==> src/rtl/fakeram_64x22_arbiter_if.sv <==
// -----------------------------------------------------------------------------
// fakeram_64x22_arbiter_if
//
// Bundles every non-clock signal of the two-requester fakeram arbiter:
//   requester A / B : valid, ready, we, addr, wdata request channel plus the
//                     rsp_valid / rsp_data read-response channel
//   RAM side        : ram_ce, ram_we, ram_addr, ram_wd towards the macro and
//                     ram_rd coming back from it
//   status          : conflict_cnt, saturating count of contended cycles
//
// Modports:
//   slave  - the arbiter itself
//   master - the environment (both requesters and the RAM macro)
// -----------------------------------------------------------------------------
interface fakeram_64x22_arbiter_if #(
   parameter int BITS       = 22,
   parameter int ADDR_WIDTH = 6,
   parameter int CNT_WIDTH  = 16
);

   logic                  a_valid;
   logic                  a_ready;
   logic                  a_we;
   logic [ADDR_WIDTH-1:0] a_addr;
   logic [BITS-1:0]       a_wdata;
   logic                  a_rsp_valid;
   logic [BITS-1:0]       a_rsp_data;

   logic                  b_valid;
   logic                  b_ready;
   logic                  b_we;
   logic [ADDR_WIDTH-1:0] b_addr;
   logic [BITS-1:0]       b_wdata;
   logic                  b_rsp_valid;
   logic [BITS-1:0]       b_rsp_data;

   logic                  ram_ce;
   logic                  ram_we;
   logic [ADDR_WIDTH-1:0] ram_addr;
   logic [BITS-1:0]       ram_wd;
   logic [BITS-1:0]       ram_rd;

   logic [CNT_WIDTH-1:0]  conflict_cnt;

   modport slave (
      input  a_valid, a_we, a_addr, a_wdata,
      output a_ready, a_rsp_valid, a_rsp_data,
      input  b_valid, b_we, b_addr, b_wdata,
      output b_ready, b_rsp_valid, b_rsp_data,
      output ram_ce, ram_we, ram_addr, ram_wd,
      input  ram_rd,
      output conflict_cnt
   );

   modport master (
      output a_valid, a_we, a_addr, a_wdata,
      input  a_ready, a_rsp_valid, a_rsp_data,
      output b_valid, b_we, b_addr, b_wdata,
      input  b_ready, b_rsp_valid, b_rsp_data,
      input  ram_ce, ram_we, ram_addr, ram_wd,
      output ram_rd,
      input  conflict_cnt
   );

endinterface

==> src/rtl/fakeram_64x22_arbiter.sv <==
// -----------------------------------------------------------------------------
// fakeram_64x22_arbiter
//
// Shares one single-port fakeram_64x22 macro between two requesters (A, B)
// with round-robin arbitration and one RAM access per cycle.
//
// Ports:
//   clk     - single clock, everything updates on posedge
//   rst_n   - synchronous reset, active-low
//   bus_io  - fakeram_64x22_arbiter_if.slave: both request/response channels,
//             the registered RAM-side signals and the conflict counter
//
// Timing of an accept in cycle N:
//   N   : x_ready high (combinational from valids and the priority pointer)
//   N+1 : ram_ce/we/addr/wd driven from registers, RAM samples at end of N+1
//   N+2 : ram_rd valid, forwarded combinationally as x_rsp_data with
//         x_rsp_valid for reads only, to the owning requester only
//
// Idle cycles drive all-zero RAM controls so the macro never sees X on
// we/addr while ce is high.
// -----------------------------------------------------------------------------
module fakeram_64x22_arbiter #(
   parameter int BITS       = 22,
   parameter int WORD_DEPTH = 64,
   parameter int ADDR_WIDTH = 6,
   parameter int CNT_WIDTH  = 16
) (
   input logic                    clk,
   input logic                    rst_n,
   fakeram_64x22_arbiter_if.slave bus_io
);

   // The address bus must cover exactly the RAM's word range.
   if (WORD_DEPTH != (1 << ADDR_WIDTH)) begin : g_cfg_check
      $error("fakeram_64x22_arbiter: WORD_DEPTH must equal 2**ADDR_WIDTH");
   end

   // Priority pointer: names the requester that wins the next contended cycle.
   typedef enum logic {
      PTR_A = 1'b0,
      PTR_B = 1'b1
   } ptr_e;

   ptr_e                  ptr_q;
   ptr_e                  ptr_d;

   logic                  a_grant;
   logic                  b_grant;
   logic                  accept;

   logic                  sel_we;
   logic [ADDR_WIDTH-1:0] sel_addr;
   logic [BITS-1:0]       sel_wdata;

   logic                  ram_ce_q;
   logic                  ram_ce_d;
   logic                  ram_we_q;
   logic                  ram_we_d;
   logic [ADDR_WIDTH-1:0] ram_addr_q;
   logic [ADDR_WIDTH-1:0] ram_addr_d;
   logic [BITS-1:0]       ram_wd_q;
   logic [BITS-1:0]       ram_wd_d;

   // Read tracking: vld = accepted read, own = 0 for A, 1 for B.
   logic                  rd_vld_p1_q;
   logic                  rd_vld_p1_d;
   logic                  rd_own_p1_q;
   logic                  rd_own_p1_d;
   logic                  rd_vld_p2_q;
   logic                  rd_own_p2_q;

   logic [CNT_WIDTH-1:0]  cnt_q;
   logic [CNT_WIDTH-1:0]  cnt_d;

   logic                  a_rsp_vld;
   logic                  b_rsp_vld;

   // Saturating increment: sticks at all-ones instead of wrapping to zero.
   function automatic logic [CNT_WIDTH-1:0] sat_inc(input logic [CNT_WIDTH-1:0] v);
      if (&v) begin
         return v;
      end
      return v + CNT_WIDTH'(1);
   endfunction

   // ---------------------------------------------------------------------------
   // Arbiter FSM: state register
   // ---------------------------------------------------------------------------
   always_ff @(posedge clk) begin
      if (!rst_n) begin
         ptr_q <= PTR_A;
      end else begin
         ptr_q <= ptr_d;
      end
   end

   // Arbiter FSM: next state. After an accept, priority passes to the other side.
   always_comb begin
      ptr_d = ptr_q;
      if (a_grant) begin
         ptr_d = PTR_B;
      end else if (b_grant) begin
         ptr_d = PTR_A;
      end
   end

   // Arbiter FSM: outputs. A lone requester always wins; the pointer only
   // matters when both are valid, so at most one grant is ever high.
   always_comb begin
      a_grant = bus_io.a_valid & (~bus_io.b_valid | (ptr_q == PTR_A));
      b_grant = bus_io.b_valid & (~bus_io.a_valid | (ptr_q == PTR_B));
   end

   // Request mux and next RAM-side values. Unaccepted cycles force zeros so
   // nothing undriven on the requester side can leak onto the macro pins.
   always_comb begin
      accept    = a_grant | b_grant;
      sel_we    = bus_io.a_we;
      sel_addr  = bus_io.a_addr;
      sel_wdata = bus_io.a_wdata;
      if (b_grant) begin
         sel_we    = bus_io.b_we;
         sel_addr  = bus_io.b_addr;
         sel_wdata = bus_io.b_wdata;
      end

      ram_ce_d    = accept;
      ram_we_d    = 1'b0;
      ram_addr_d  = '0;
      ram_wd_d    = '0;
      rd_vld_p1_d = 1'b0;
      rd_own_p1_d = 1'b0;
      if (accept) begin
         ram_we_d    = sel_we;
         ram_addr_d  = sel_addr;
         ram_wd_d    = sel_we ? sel_wdata : '0;
         rd_vld_p1_d = ~sel_we;
         rd_own_p1_d = b_grant;
      end

      cnt_d = cnt_q;
      if (bus_io.a_valid & bus_io.b_valid) begin
         cnt_d = sat_inc(cnt_q);
      end
   end

   // ---------------------------------------------------------------------------
   // Stage p1: RAM command registers, driven to the macro during cycle N+1
   // ---------------------------------------------------------------------------
   always_ff @(posedge clk) begin
      if (!rst_n) begin
         ram_ce_q    <= 1'b0;
         ram_we_q    <= 1'b0;
         ram_addr_q  <= '0;
         ram_wd_q    <= '0;
         rd_vld_p1_q <= 1'b0;
         rd_own_p1_q <= 1'b0;
      end else begin
         ram_ce_q    <= ram_ce_d;
         ram_we_q    <= ram_we_d;
         ram_addr_q  <= ram_addr_d;
         ram_wd_q    <= ram_wd_d;
         rd_vld_p1_q <= rd_vld_p1_d;
         rd_own_p1_q <= rd_own_p1_d;
      end
   end

   // ---------------------------------------------------------------------------
   // Stage p2: read tag aligned with ram_rd during cycle N+2
   // ---------------------------------------------------------------------------
   always_ff @(posedge clk) begin
      if (!rst_n) begin
         rd_vld_p2_q <= 1'b0;
         rd_own_p2_q <= 1'b0;
      end else begin
         rd_vld_p2_q <= rd_vld_p1_q;
         rd_own_p2_q <= rd_own_p1_q;
      end
   end

   // Conflict counter
   always_ff @(posedge clk) begin
      if (!rst_n) begin
         cnt_q <= '0;
      end else begin
         cnt_q <= cnt_d;
      end
   end

   // Response steering: ram_rd is passed through unregistered and zeroed
   // whenever the requester has no valid response.
   always_comb begin
      a_rsp_vld = rd_vld_p2_q & ~rd_own_p2_q;
      b_rsp_vld = rd_vld_p2_q &  rd_own_p2_q;
   end

   assign bus_io.a_ready      = a_grant;
   assign bus_io.b_ready      = b_grant;
   assign bus_io.a_rsp_valid  = a_rsp_vld;
   assign bus_io.b_rsp_valid  = b_rsp_vld;
   assign bus_io.a_rsp_data   = a_rsp_vld ? bus_io.ram_rd : '0;
   assign bus_io.b_rsp_data   = b_rsp_vld ? bus_io.ram_rd : '0;
   assign bus_io.ram_ce       = ram_ce_q;
   assign bus_io.ram_we       = ram_we_q;
   assign bus_io.ram_addr     = ram_addr_q;
   assign bus_io.ram_wd       = ram_wd_q;
   assign bus_io.conflict_cnt = cnt_q;

endmodule

==> src/flat_wrapper.sv <==
// flat-port wrapper written by rule: the top's interface ports become plain ports
module fakeram_64x22_arbiter_flat 
#(
   parameter int BITS       = 22,
   parameter int WORD_DEPTH = 64,
   parameter int ADDR_WIDTH = 6,
   parameter int CNT_WIDTH  = 16
)
  (clk, rst_n, bus_io_a_valid, bus_io_a_we, bus_io_a_addr, bus_io_a_wdata, bus_io_a_ready, bus_io_a_rsp_valid, bus_io_a_rsp_data, bus_io_b_valid, bus_io_b_we, bus_io_b_addr, bus_io_b_wdata, bus_io_b_ready, bus_io_b_rsp_valid, bus_io_b_rsp_data, bus_io_ram_ce, bus_io_ram_we, bus_io_ram_addr, bus_io_ram_wd, bus_io_ram_rd, bus_io_conflict_cnt);
  fakeram_64x22_arbiter_if #(.BITS(BITS), .ADDR_WIDTH(ADDR_WIDTH), .CNT_WIDTH(CNT_WIDTH)) bus_io_i ();
  input logic clk;
  input logic rst_n;
  input wire logic [$bits(bus_io_i.a_valid)-1:0] bus_io_a_valid;
  input wire logic [$bits(bus_io_i.a_we)-1:0] bus_io_a_we;
  input wire logic [$bits(bus_io_i.a_addr)-1:0] bus_io_a_addr;
  input wire logic [$bits(bus_io_i.a_wdata)-1:0] bus_io_a_wdata;
  output wire logic [$bits(bus_io_i.a_ready)-1:0] bus_io_a_ready;
  output wire logic [$bits(bus_io_i.a_rsp_valid)-1:0] bus_io_a_rsp_valid;
  output wire logic [$bits(bus_io_i.a_rsp_data)-1:0] bus_io_a_rsp_data;
  input wire logic [$bits(bus_io_i.b_valid)-1:0] bus_io_b_valid;
  input wire logic [$bits(bus_io_i.b_we)-1:0] bus_io_b_we;
  input wire logic [$bits(bus_io_i.b_addr)-1:0] bus_io_b_addr;
  input wire logic [$bits(bus_io_i.b_wdata)-1:0] bus_io_b_wdata;
  output wire logic [$bits(bus_io_i.b_ready)-1:0] bus_io_b_ready;
  output wire logic [$bits(bus_io_i.b_rsp_valid)-1:0] bus_io_b_rsp_valid;
  output wire logic [$bits(bus_io_i.b_rsp_data)-1:0] bus_io_b_rsp_data;
  output wire logic [$bits(bus_io_i.ram_ce)-1:0] bus_io_ram_ce;
  output wire logic [$bits(bus_io_i.ram_we)-1:0] bus_io_ram_we;
  output wire logic [$bits(bus_io_i.ram_addr)-1:0] bus_io_ram_addr;
  output wire logic [$bits(bus_io_i.ram_wd)-1:0] bus_io_ram_wd;
  input wire logic [$bits(bus_io_i.ram_rd)-1:0] bus_io_ram_rd;
  output wire logic [$bits(bus_io_i.conflict_cnt)-1:0] bus_io_conflict_cnt;
  assign bus_io_i.a_valid = bus_io_a_valid;
  assign bus_io_i.a_we = bus_io_a_we;
  assign bus_io_i.a_addr = bus_io_a_addr;
  assign bus_io_i.a_wdata = bus_io_a_wdata;
  assign bus_io_a_ready = bus_io_i.a_ready;
  assign bus_io_a_rsp_valid = bus_io_i.a_rsp_valid;
  assign bus_io_a_rsp_data = bus_io_i.a_rsp_data;
  assign bus_io_i.b_valid = bus_io_b_valid;
  assign bus_io_i.b_we = bus_io_b_we;
  assign bus_io_i.b_addr = bus_io_b_addr;
  assign bus_io_i.b_wdata = bus_io_b_wdata;
  assign bus_io_b_ready = bus_io_i.b_ready;
  assign bus_io_b_rsp_valid = bus_io_i.b_rsp_valid;
  assign bus_io_b_rsp_data = bus_io_i.b_rsp_data;
  assign bus_io_ram_ce = bus_io_i.ram_ce;
  assign bus_io_ram_we = bus_io_i.ram_we;
  assign bus_io_ram_addr = bus_io_i.ram_addr;
  assign bus_io_ram_wd = bus_io_i.ram_wd;
  assign bus_io_i.ram_rd = bus_io_ram_rd;
  assign bus_io_conflict_cnt = bus_io_i.conflict_cnt;
  fakeram_64x22_arbiter #(.BITS(BITS), .WORD_DEPTH(WORD_DEPTH), .ADDR_WIDTH(ADDR_WIDTH), .CNT_WIDTH(CNT_WIDTH)) u_core (.clk(clk), .rst_n(rst_n), .bus_io(bus_io_i));
endmodule
==> config.mk <==
export PLATFORM = sky130hd
export DESIGN_NAME = fakeram_64x22_arbiter_flat
export DESIGN_NICKNAME = d
export VERILOG_FILES = /design/src/rtl/fakeram_64x22_arbiter_if.sv /design/src/rtl/fakeram_64x22_arbiter.sv /design/src/flat_wrapper.sv
export SDC_FILE = /design/constraint.sdc
export NUM_CORES = 1
export LEC_CHECK = 0
export CELL_PAD_IN_SITES_DETAIL_PLACEMENT = 1
export CELL_PAD_IN_SITES_GLOBAL_PLACEMENT = 1
export CORE_ASPECT_RATIO = 1.5
export CORE_MARGIN = 3
export CORE_UTILIZATION = 37
export CTS_CLUSTER_SIZE = 10
export DETAILED_ROUTE_END_ITERATION = 10
export DONT_BUFFER_PORTS = 1
export PLACE_DENSITY = 0.81
export SETUP_SLACK_MARGIN = 0.02
export SLEW_MARGIN = 20
export SYNTH_ARGS = -nofsm -noshare
export SYNTH_HDL_FRONTEND = slang
export SYNTH_SLANG_ARGS = --single-unit
export TNS_END_PERCENT = 5
==> constraint.sdc <==
create_clock -name clk -period 1.93 [get_ports clk]
set_input_delay 0.386 -clock clk [delete_from_list [all_inputs] [get_ports clk]]
set_output_delay 0.386 -clock clk [all_outputs]
set_load 0.01 [all_outputs]
==> key figures <==
Timing
  • Max Clock Freq: 548 MHz
  • Worst hold slack: 174 ps
  • Setup TNS: 0 ps
  • Final Skew: ~7.5 ps
  • # setup viols final: 0
  • Final worst-path cycle share: 94.6%
  • Fin. Hold Viols: 0
  • Slew Viols, Final: 0
  • Slew at the pin closest to its max-slew limit: 472 ps
  • Slew margin rel.: approximately two thirds
  • Setup ws final: slightly above 100 ps
  • RSZ-0062 raised after global routing: true
  • Crit path time final: 1830 ps

Finish
  • Post-route insts no fill: 380
  • Finished Core Util: 43.9%
  • Layout cells sized above 1: between 10% and 20%
  • Ant. Diodes: 0
  • Final net count: 392
  • Syn-to-layout area delta: 13.0%

Pwr
  • Int Power: 0.00141 W
  • Clock power share: roughly 32%
  • Sequential power share: 58.9%
  • Switch share: between 20% and 30%
  • P_leak: between 1 and 1.5 nW
  • NetSw: 0.000502 W
  • Combinational Power Share: between 8 and 9%
  • Maximum vdd drop: 0.370 mV
  • PD cells: between 700 and 800 nW/µm²

Synthesis
  • Mapped Cells: 296
  • Seq/Total Area, Yosys: 44.4%
  • Post-synth cell types: 28
  • Yosys top cell by area: dfxtp_1
  • Synth area leaders: dfxtp_1, nand2_1, a21oi_1
  • Yosys synthesis warning count: 0
  • Post-Syn Nets: 381
  • Post-synth top area share: 44.4%
  • Synth Register Bits: 51
  • Synthesized area per cell: 7.77 µm²
  • Synthesized cell area: 2300 µm²

Detailed routing
  • WL per Instance: 18.5 µm
  • Drt pass-1 iters: 6
  • DRT antenna net count: 0
  • Final wirelength: approximately 7000 µm
  • Via Count: 2177
  • DRC violations left: 0
  • Vias/cell: 5.73
  • Iter 0 DRT Violations: 47

Floorplan
  • CORE AREA: 5910 µm²
  • Full die area: 7210 µm²
  • Chip Height: 103 µm
  • Die width: roughly 70 µm
  • Initial core utilization: 38.9%
  • Rows: 34
  • I/O pin cnt: approximately 180

Global route
  • Pin count of the biggest net entering global routing: 30
  • Grt ovf: 0
  • Initial antenna violation count: 0
  • Vias in the first global route: 2157
  • Total track usage: a little under a fifth
  • First-pass GRT wire length: roughly 10000 µm

Clock network
  • CTS tree: done
  • Total CTS buffers: 5
  • H-tree depth: 2
  • Number of hold buffers added after cts: 0
  • Setup Fix Bufs, Post-CTS: 0
  • CTS sink cnt: 51
  • Clock slew at reported path FFs: 90 ps
  • Clk buf depth: 2
  • Root Driver: clkbuf_8
  • Worst skew pair latency: ~300 ps

Placed design
  • Placement Setup Slack: 63.9 ps
  • Placed cell count: ~370
  • Port bufs: 0
  • RD Place Congestion: between 0.8 and 0.9
  • DP Wirelength: 5450 µm

Critical path
  • Largest fanout on the critical path: 9
  • Startpoint types: flip-flop
  • Crit-path most repeated cell: or4_1
  • Setup crit end kind: flip-flop
  • Crit Path Class: reg -> reg
  • Crit path cell chain: nand2_1 -> or4_1 -> or4_1 -> a21oi_1
  • CP required: 2160 ps
  • Slowest CP cell: or4_1
  • Critical Path AT: 2060 ps
  • CP peak stage delay: 690 ps

Min path
  • Class of the worst hold path: in -> reg

Status
  • Status: finished clean

Job
  • Max-cap check violation count: 0
area by class of cell:
type | count | area [µm²]
Sequential cell | 51 | 1020
Inverter | 7 | 26.3
Clock inverter | 2 | 16.3
Multi-Input combinational cell | 218 | 1190
Timing Repair Buffer | 24 | 180
Fill cell | 734 | 3320
Clock buffer | 6 | 72.6
Tap cell | 72 | 90.1
state kept, by name, indices dropped and copies added (netlist names):
register                    cells
u_core.bus_io.conflict_cnt     16
u_core.bus_io.ram_addr          6
u_core.bus_io.ram_ce            1
u_core.bus_io.ram_wd           22
u_core.bus_io.ram_we            1
u_core.ptr_q                    1
u_core.rd_own_p1_q              1
u_core.rd_own_p2_q              1
u_core.rd_vld_p1_q              1
u_core.rd_vld_p2_q              1
worst max-delay path: cells and delay by family (launching register included):
kind               cells  cell delay (ps)
and+or+nand+nor        3             1280
AOI/OAI and AO/OA      1              150
DFF                    1              340
worst paths after layout:
path | startpoint | endpoint | slack [ps] | depth (start not counted)
setup / recovery | u_core.bus_io.conflict_cnt[3] | u_core.bus_io.conflict_cnt[9] | 100 | 4
hold / removal | bus_io_b_valid | u_core.ptr_q | 170 | 1
setup reg to reg | u_core.bus_io.conflict_cnt[3] | u_core.bus_io.conflict_cnt[9] | 100 | 4
hold reg to reg | u_core.rd_own_p1_q | u_core.rd_own_p2_q | 440 | 1
timing repair:
action | in CTS | in global routing
endpoints found under the hold margin | 0 | 0
resized for setup | 0 | 3
setup endpoints to repair | 0 | 26
power groups by stage:
stage / logic [W] / clock network [W] / registers, W
2_1_floorplan: 0.000127 / 0 / 0.00115
3_3_place_gp: 0.000165 / 0 / 0.00115
3_5_place_dp: 0.000172 / 0 / 0.00115
4_1_cts: 0.000173 / 0.000641 / 0.00113
5_1_grt: 0.000196 / 0.000690 / 0.00113
6_report: 0.000170 / 0.000617 / 0.00113
cells in the mapped netlist:
master and n:
a21boi_0 2, a21oi_1 39, and2_1 25, and3_1 23, buf_2 2, clkbuf_1 18
dfxtp_1 51, ha_1 1, inv_1 7, mux2i_1 4, nand2_1 69, nand2_2 1
nand2b_1 4, nand3_1 6, nand4_1 4, nor2_1 1, nor2b_1 1, nor3_1 1
nor4_1 8, o211a_1 2, o211ai_1 1, o21ai_0 5, o21ai_1 2, o31ai_1 6
or2_2 2, or3_1 3, or3b_2 1, or4_1 7
stage by stage:
step / cell area (µm²) / power (W)
after floorplan: 2310 / 0.00127
after global placement: 2500 / 0.00132
after detailed placement: 2500 / 0.00132
after CTS: 2590 / 0.00194
after global routing: 2600 / 0.00202
final: 2600 / 0.00191
routing by layer:
metal / global-route usage (%) / vias to the layer above / part of all wire [%]
met4: 5.16 / 0 / 0.67
met3: 5.07 / 4 / 8.6
met2: 34.0 / 104 / 55
li1: - / 1028 / -
met1: 19.9 / 1041 / 36
met5: 0 / - / 0
placed cells by master (no fill, tap or decap):
master and instances:
o21ai_1 2, nor2_1 1, or2_2 2, and3_1 23, nor4_2 2, a21boi_0 2, clkbuf_8 5, or3_1 3
ha_1 1, buf_4 24, inv_1 7, nand4_1 4, nor4_1 6, dfxtp_2 1, o211ai_1 1, o31ai_1 6
nand2_2 1, or3b_2 1, inv_6 1, dfxtp_1 50, nand2b_1 4, nand2_1 69, nand3_1 6, or4_1 7
mux2i_1 4, and2_1 25, nor3_1 1, clkbuf_1 1, nor2b_2 1, clkinvlp_4 1, o21ai_0 5, a21oi_1 39
o211a_1 2
cells by family (layout without fill, tap and decap cells):
| logic type | count (synthesis) | in the layout | synth area share [%] |
|---|---|---|---|
| AND/OR/NAND/NOR | 156 | 156 | 34.9 |
| AO/OA/AOI/OAI | 57 | 57 | 13.8 |
| flip-flops | 51 | 51 | 44.4 |
| buffers and inverters | 27 | 39 | 4.52 |
| multiplexers | 4 | 4 | 1.74 |
| adder cells (fa/ha/maj) | 1 | 1 | 0.544 |
Power figures use the tool's default switching activity.
